==> src/rtl/prog_clock_divider.sv <==
// Multi-channel programmable clock/tick divider. Each channel is a count-up divider
// with a shadowed divide value that takes effect only at wrap, sync or while disabled.
module prog_clock_divider #(
    parameter int NUM_CH      = 4,
    parameter int CNT_W       = 26,
    parameter int DEFAULT_DIV = 10,
    parameter int CH_W        = 2
) (
    input  logic              clkin,
    input  logic              rst,
    input  logic [NUM_CH-1:0] en,
    input  logic [NUM_CH-1:0] mode,
    input  logic              sync,
    input  logic              wr_en,
    input  logic [CH_W-1:0]   wr_ch,
    input  logic [CNT_W-1:0]  wr_data,
    output logic [NUM_CH-1:0] clkout,
    output logic [NUM_CH-1:0] tick,
    output logic [NUM_CH-1:0] pending
);

    localparam logic [CNT_W-1:0] DIV_RST = CNT_W'(DEFAULT_DIV);

    logic [CNT_W-1:0]  cnt     [NUM_CH];
    logic [CNT_W-1:0]  div_act [NUM_CH];
    logic [CNT_W-1:0]  div_shd [NUM_CH];
    logic [NUM_CH-1:0] mode_q;
    logic [NUM_CH-1:0] wr_hit;

    // Out-of-range channel indices match no channel, so those writes are dropped.
    always_comb begin
        wr_hit = '0;
        for (int i = 0; i < NUM_CH; i++) begin
            wr_hit[i] = wr_en && (wr_ch == CH_W'(i));
        end
    end

    always_ff @(posedge clkin) begin
        if (rst) begin
            for (int i = 0; i < NUM_CH; i++) begin
                cnt[i]     <= '0;
                div_act[i] <= DIV_RST;
                div_shd[i] <= DIV_RST;
            end
            mode_q  <= '0;
            clkout  <= '0;
            tick    <= '0;
            pending <= '0;
        end else begin
            for (int i = 0; i < NUM_CH; i++) begin
                if (sync || !en[i]) begin
                    cnt[i]    <= '0;
                    tick[i]   <= 1'b0;
                    clkout[i] <= 1'b0;
                    mode_q[i] <= mode[i];
                    if (pending[i]) begin
                        div_act[i] <= div_shd[i];
                    end
                    pending[i] <= 1'b0;
                end else if (cnt[i] == div_act[i]) begin
                    cnt[i]    <= '0;
                    tick[i]   <= 1'b1;
                    clkout[i] <= mode_q[i] ? 1'b1 : ~clkout[i];
                    mode_q[i] <= mode[i];
                    if (pending[i]) begin
                        div_act[i] <= div_shd[i];
                    end
                    pending[i] <= 1'b0;
                end else begin
                    cnt[i]  <= cnt[i] + CNT_W'(1);
                    tick[i] <= 1'b0;
                    if (mode_q[i]) begin
                        clkout[i] <= 1'b0;
                    end
                end
                // A write landing on a wrap/sync edge stays pending; the apply above used the old shadow.
                if (wr_hit[i]) begin
                    div_shd[i] <= wr_data;
                    pending[i] <= 1'b1;
                end
            end
        end
    end

endmodule

==> config.mk <==
export PLATFORM = sky130hd
export DESIGN_NAME = prog_clock_divider
export DESIGN_NICKNAME = d
export VERILOG_FILES = /design/src/rtl/prog_clock_divider.sv
export SDC_FILE = /design/constraint.sdc
export NUM_CORES = 1
export LEC_CHECK = 0
export ABC_CLOCK_PERIOD_IN_PS = 5500
export CAP_MARGIN = 15
export CORE_ASPECT_RATIO = 0.9
export CORE_MARGIN = 2
export CORE_UTILIZATION = 59
export DETAILED_ROUTE_END_ITERATION = 10
export PLACE_DENSITY_LB_ADDON = 0.12
export SLEW_MARGIN = 25
export SYNTH_ARGS = -nofsm -noshare
export SYNTH_HDL_FRONTEND = slang
export SYNTH_SLANG_ARGS = --single-unit
export TNS_END_PERCENT = 50
==> constraint.sdc <==
create_clock -name clkin -period 5.5 [get_ports clkin]
set_input_delay 1.375 -clock clkin [delete_from_list [all_inputs] [get_ports clkin]]
set_output_delay 1.375 -clock clkin [all_outputs]
set_load 0.005 [all_outputs]
; ---- Word-level counts from Yosys, hierarchy flattened
; Memory sizes are Yosys's and may differ from the RTL's.
; Cells that the tools add are included.
; W data, S select, Z words.
[totals]
regBits = 16
latch_bits = 0
mem_bits_rw = 312
mem_bits_ro = 0
input_bits = 40
out_inout_bits = 12
word_cells = 230
mem_count = 3
[classes]
n_addsub = 4
multipliers = 0
n_div = 0
n_lt_le_gt_ge = 0
n_eq_ne = 7
n_shift = 0
mux = 146
n_bitwise = 28
n_reduce_logical = 29
[memory_table]
columns = memory, depth, width, read_ports, rd_ports_with_merged_regs, wr, line_no
row1 = cnt, 4, 26, 4, 0, 4, 24  ; logic [CNT_W-1:0] cnt [NUM_CH];
row2 = div_act, 4, 26, 4, 0, 4, 25  ; logic [CNT_W-1:0] div_act [NUM_CH];
row3 = div_shd, 4, 26, 4, 0, 4, 26  ; logic [CNT_W-1:0] div_shd [NUM_CH];
[op_table]
columns = op, count
row1 = $mux W26, 24
row2 = $mux W1, 122
row3 = $add A26 B1 Y26 const B, 4
row4 = $eq A26 B26 Y1, 4
row5 = $or A1 B1 Y1, 24
row6 = $reduce_bool A2 Y1, 8
row7 = $reduce_bool A3 Y1, 4
row8 = $reduce_or A2 Y1, 4
row9 = $eq A2 B2 Y1 const B, 2
row10 = $logic_and A1 B1 Y1, 4
row11 = $logic_not A1 Y1, 4
row12 = $logic_or A1 B1 Y1, 4
row13 = $not A1 Y1, 4
row14 = $eq A2 B1 Y1 const B, 1
row15 = $logic_not A2 Y1, 1

; ---- Depth between registers and ports, before layout
; Gate-level depths: netlist of the first run.
[depth]
word_depth = 8
mapped_depth = 8
depth_no_buf = 6

; ---- Worst setup path after synthesis of the first run
; OpenSTA, ideal clock, no wires.
[synth_timing]
path_kind = input to register
startpoint = input port rst
endpoint = memory div_act[1][0] (enable)
setup_ns = 0.445
arrival_time_ns = 3.862
required_ns = 5.055
path_slack_ns = 1.193
path_stages = 5
path_buffers = 2
path_cell_list = clkbuf_1 inv_1 buf_2 nand2_1 o21ai_0
[synth_rtl]
columns = item, line_no
row1 = from (decl), 10  ; input logic rst,
row2 = to (decl), 25

==> flow_summary_export.csv, run 1 <==
group,metric,value,unit
cts,hold_buffers,0,
yosys,synth_edf_count,312,
yosys,syn-cell-area,0.0153,mm²
floorplanning,io_pins,52,
yosys,yosys.area.top_type,"edfxtp_1",
global_route,grt_pass1_vias,9341,
timing,rsz0062_at_grt,"no",
critical_path,crit_type,"input pin to flop",
cts,clockBufferDepth,3,
critical_path,cp.required,5.69,ns
routing,firstDrtPassIters,8,
timing,layout_setup_ws,2.24,ns
yosys,synth.area.top_cells,"edfxtp_1 (61%), xor2_1 (5.8%), xnor2_1 (5.6%), nor2_1 (4.4%), and2_1 (3.1%)",
cts,post_cts_resize_count,0,
routing,wl,32200,µm
timing,hold_viol,0,
yosys,avgSynthCellArea,12.2,µm²
placement,dp_slack,1.70,ns
final_layout,area_growth_syn_to_layout,15.7,%
cts,path_clk_slew,0.06,ns
yosys,synth_top_area_share,61.3,%
global_route,grt_use_met3,4.30,%
timing,finalClockSkew,0.0169,ns
power,ir_drop,0.000242,V
cts,clk-insertion-delay-late,0.51,ns
placement,port_buffers,51,
run_status,status,"complete, no violations",
routing,wire_per_inst,18.2,µm
timing,max_clock_freq,307,MHz
critical_path,crit_path_end_kind,"flop",
global_route,grtUsageTotal,24.3,%
final_layout,final.fill_count,1817,
routing,drt-vias-per-instance,5.47,
cts,htree_levels,2,
floorplanning,fp.dieW,174,µm
timing,finalCriticalPeriod,3.26,ns
floorplanning,die_h,157,µm
global_route,use_met2,38.8,%
global_route,grt_pass1_wl,51200,µm
critical_path,cp.arrival,3.45,ns
global_route,antenna_found_initial,2,
placement,dpl.cell_count,1711,
timing,max-slew-margin-rel,35.2,%
timing,setup_viol,0,
timing,worstMarginPinSlew,0.972,ns
final_layout,fin_cells,1773,
global_route,grt.busiest_layer,"met2",
flow_run,drv_cap,0,
cts,post-cts-setup-buffers,0,
yosys,ys_async_sr_fraction,0,%
final_layout,antenna_cells,0,
placement,dp_hpwl,22100,µm
min_path,hold_path.class,"flop to flop",
min_path,hold_depth,2,
power,powerDensity,317,mW/mm²
routing,ant_nets,0,
cts,cts_sinks,328,
global_route,grt_max_degree,35,
final_layout,utilization,69.9,%
critical_path,cp-start-kind,"input pin",
global_route,grt-ovfl-total,0,
yosys,yosysWarnings,0,
yosys,syn_inst,1256,
routing,drt_iter0_drc,936,
yosys,yosysUniqueCellTypes,44,
final_layout,final_nets,1450,
yosys,synthFlopType,"edfxtp_1",
critical_path,reg2reg_depth,7,
cts,cts_tree,"built",
cts,cts_buffers,35,
floorplanning,start_util,60.4,%
power,p_leak,6.31,nW
routing,drcViolationCount,0,
yosys,ys_seq_area_share,63.3,%
global_route,globalRouteMet1Util,35.1,%
routing,num_vias,9700,
final_layout,layout_common_cells,"edfxtp_1 (312), nor2_1 (179), conb_1 (104), xor2_1 (101), xnor2_1 (97)",
final_layout,layout-drive-gt1-share,6.43,%
cts,cts_root_buf,"clkbuf_16",
yosys,ys_seq_elements,328,
timing,fin_crit_sh,59.2,%
floorplanning,core,0.0253,mm²
floorplanning,fp-row-count,55,
critical_path,cp_max_fo,27,
timing,drv_slew,0,
final_layout,mostFrequentLayoutCell,"edfxtp_1",
timing,fin_tns_setup,0,ns
floorplanning,design.die.area,0.0272,mm²
placement,gp_congestion,0.820,
==> critical path: stages <==
cell	delay, ns
clkdlybuf4s50_1	0.44
inv_1	0.47
nand2_1	0.11
buf_4	0.23
o21ai_2	0.48
buf_4	0.33
==> worst paths after layout <==
kind / start / endpoint / slack (ns)
worst max register to register: cnt[1][9] / div_act[1][11] / 2.62
worst min-delay path: mode_q[1] / mode_q[1] / 0.47
worst min register to register: mode_q[1] / mode_q[1] / 0.47
worst max-delay path: rst / div_act[1][11] / 2.24
==> per-layer routing <==
layer / wire length (µm) / share of wire [%]
met3: 2400 / 7.4
met5: 13 / 0.040
met4: 474 / 1.5
met1: 14400 / 45
met2: 14900 / 46
==> registers in the layout, indices dropped and copies added, names as in the netlist <==
register	count
pending	4
cnt	104
tick	4
div_shd	104
mode_q	4
div_act	104
clkout	4
==> synthesized netlist by cell type, types with 2 or more instances <==
cell type and count:
ha_1 4, a31o_2 2, and3_1 39, a21o_1 4, xnor2_1 97, nor3b_1 24
nor4_1 21, nand2b_1 12, nand3_1 35, a21oi_1 7, nand4_1 27, nor2b_1 7
o22ai_1 2, nand4bb_1 3, or3_1 11, xor2_1 101, and2_1 75, and4_1 14
nand2_1 92, nor4bb_1 3, or4_1 7, nor3_2 2, nor2_1 181, buf_2 15
clkbuf_1 41, mux2i_1 4, edfxtp_1 312, inv_1 21, o21ai_0 10, nor4b_1 25
nor3_1 28, dfxtp_1 16, a21oi_2 3
==> per-stage QoR <==
| step | instance area, µm² | hold WS, ns | power [mW] |
|---|---|---|---|
| 6_report | 17700 | 0.470 | 5.61 |
| 3_3_place_gp | 16500 | 0.451 | 3.30 |
| 2_1_floorplan | 15700 | 0.438 | 3.18 |
| 3_5_place_dp | 16500 | 0.457 | 3.32 |
| 4_1_cts | 17700 | 0.470 | 5.65 |
| 5_1_grt | 17700 | 0.504 | 5.79 |
==> power by group <==
part / internal, mW / switching [mW]
registers: 2.87 / 0.0898
logic: 0.121 / 0.187
clock network: 1.39 / 0.950
==> kinds of logic (layout without fill, tap and decap cells) <==
logic type,count (synthesis),after routing,synth area share (%)
multiplexers,4,4,0.262
flip-flops,328,328,63.3
XOR/XNOR,198,198,11.3
other,1,104,0.0245
AND/OR/NAND/NOR,612,612,21.4
buffers and inverters,79,151,2.06
adder cells (fa/ha/maj),4,4,0.327
AO/OA/AOI/OAI,30,30,1.22
==> area by class of cell <==
cell class	instances	area, µm²	share of cell area (%)
Tap cell	342	428	2.42
Clock buffer	42	965	5.45
Timing Repair Buffer	67	631	3.56
Multi-Input combinational cell	952	5720	32.3
Clock inverter	20	176	0.997
Inverter	22	82.6	0.467
Sequential cell	328	9690	54.8
(Power assumes the default switching activity.)
==> run 2, diff against run 1 <==
--- a/config.mk
+++ b/config.mk
@@ -5,7 +5,7 @@
 export SDC_FILE = /design/constraint.sdc
 export NUM_CORES = 1
 export LEC_CHECK = 0
-export ABC_CLOCK_PERIOD_IN_PS = 5500
+export ABC_CLOCK_PERIOD_IN_PS = 3100
 export CAP_MARGIN = 15
 export CORE_ASPECT_RATIO = 0.9
 export CORE_MARGIN = 2
==> constraint.sdc (replaced) <==
create_clock -name clkin -period 3.1 [get_ports clkin]
set_input_delay 0.775 -clock clkin [delete_from_list [all_inputs] [get_ports clkin]]
set_output_delay 0.775 -clock clkin [all_outputs]
set_load 0.005 [all_outputs]
==> run 2 against run 1 <==
Effect of this change:
- clock power grew 75%
- clock skew shrank 0.0078 ns
- cell area grew 0.90%
- sequential share of layout area shrank 0.49 points
==> flow_summary_export.csv, run 2 (synthesis gave the netlist of run 1 again) <==
group,metric,value,unit
critical_path,crit_type,"flop to flop",
critical_path,cp-start-kind,"flop",
critical_path,ff2ff_setup_slack,0.56,ns
critical_path,reg2reg_depth,6,
timing,hold_viol,0,
floorplanning,start_util,60.4,%
power,ir_drop,0.000411,V
timing,finalCriticalPeriod,2.54,ns
timing,finalClockSkew,0.00911,ns
cts,clockBufferDepth,3,
power,clkPwrFrac,41.3,%
final_layout,area_growth_syn_to_layout,16.7,%
global_route,antenna_found_initial,4,
final_layout,final_nets,1470,
global_route,grt_pass1_vias,9386,
cts,hold_buffers,0,
cts,post-cts-setup-buffers,0,
floorplanning,io_pins,52,
timing,max-slew-margin-rel,46.9,%
cts,cts_sinks,328,
cts,cts_tree,"built",
placement,gp_congestion,0.839,
floorplanning,design.die.area,0.0272,mm²
critical_path,cp_max_fo,26,
timing,fin_tns_setup,0,ns
final_layout,layout_common_cells,"edfxtp_1 (312), nor2_1 (181), conb_1 (104), xor2_1 (101), xnor2_1 (97)",
final_layout,multi_input_area,0.00572,mm²
power,powerDensity,555,mW/mm²
run_status,status,"complete, no violations",
critical_path,cp.arrival,2.78,ns
global_route,grtUsageTotal,24.4,%
critical_path,cp.depth,6,
routing,drt_iter0_drc,938,
min_path,hold_depth,2,
placement,dpl.cell_count,1732,
timing,worstMarginPinSlew,0.793,ns
critical_path,cp.required,3.34,ns
power,p_leak,6.41,nW
routing,wire_per_inst,18.1,µm
cts,clk-insertion-delay-late,0.51,ns
critical_path,slowest_stage,"edfxtp_1",
timing,max_clock_freq,394,MHz
routing,drcViolationCount,0,
cts,htree_levels,2,
timing,fin_crit_sh,81.9,%
cts,cts_buffers,34,
power,p_seq_share,53.0,%
timing,drv_slew,0,
critical_path,crit_buf_inv,1,
cts,path_clk_slew,0.06,ns
placement,port_buffers,51,
timing,rsz0062_at_grt,"no",
routing,wl,32400,µm
global_route,grt_max_degree,35,
power,p_int,7.79,mW
power,p_sw,2.13,mW
floorplanning,die_h,157,µm
timing,setup_viol,0,
final_layout,regArea,0.00969,mm²
critical_path,critical-path-max-stage-delay,0.47,ns
final_layout,fin_cells,1794,
routing,ant_nets,0,
power,swShare,21.4,%
final_layout,utilization,70.5,%
critical_path,cp_cell_sequence,"xnor2_1 > nand4_1 > nor4bb_1 > a21oi_2 > buf_4 > or4_1",
routing,firstDrtPassIters,5,
routing,num_vias,9696,
cts,post_cts_resize_count,0,
power,combPwrFrac,5.8,%
final_layout,mostFrequentLayoutCell,"edfxtp_1",
routing,drt-vias-per-instance,5.40,
flow_run,drv_cap,0,
global_route,grt-ovfl-total,0,
final_layout,layout-drive-gt1-share,7.10,%
critical_path,crit_path_end_kind,"flop",
placement,dp_hpwl,22600,µm
floorplanning,fp-row-count,55,
floorplanning,fp.dieW,174,µm
final_layout,top_regs,"cnt x104, div_act x104, div_shd x104",
cts,cts_root_buf,"clkbuf_16",
critical_path,crit_family,"simple AND/OR/NAND/NOR gates",
min_path,hold_path.class,"flop to flop",
floorplanning,core,0.0253,mm²
final_layout,final.fill_count,1824,
global_route,grt_pass1_wl,51100,µm
timing,whs,0.468,ns
## run 2: power by group through the flow
stage	Clock, mW	Sequential [mW]	Combinational, mW
after global placement	0	5.34	0.547
after floorplan	0	5.29	0.356
after CTS	4.16	5.25	0.566
final	4.09	5.25	0.571
after detailed placement	0	5.34	0.562
after global routing	4.32	5.27	0.627
## run 2: path summary, 6_finish.rpt
path / startpoint / end
setup / recovery: cnt[0][13] / div_act[0][1]
hold / removal: mode_q[0] / mode_q[0]
setup reg to reg: cnt[0][13] / div_act[0][1]
hold reg to reg: mode_q[0] / mode_q[0]
## run 2: per-layer routing
layer / track usage, % / part of all wire [%] / up-vias
met4: 8.60 / 2.9 / 2
met5: 0 / 0.034 / -
met1: 35.0 / 45 / 4646
met2: 38.1 / 46 / 292
met3: 4.03 / 6.0 / 70
li1: - / - / 4686
## run 2: layout make-up
class                           instances  share of cell area (%)
Antenna cell                            1                  0.0140
Timing Repair Buffer                   88                    4.49
Tap cell                              342                    2.40
Clock buffer                           51                    5.76
Inverter                               22                   0.463
Sequential cell                       328                    54.3
Clock inverter                         10                   0.568
Multi-Input combinational cell        952                    32.0
## run 2: stage by stage
stage                     setup slack (ns)  total power, mW  area (µm²)
after floorplan                     -0.585             5.64       15700
after global placement               0.311             5.88       16700
after detailed placement             0.320             5.91       16700
after CTS                            0.570             9.98       17900
after global routing                 0.404             10.2       17900
final                                0.560             9.91       17900
## run 2: worst register-to-register path, delay by kind of cell, from the launching register on
family,cells,cell delay (ns)
buffers and inverters,1,0.26
XOR/XNOR,1,0.32
AND/OR/NAND/NOR,3,1.07
flip-flops,1,0.47
AO/OA/AOI/OAI,1,0.16
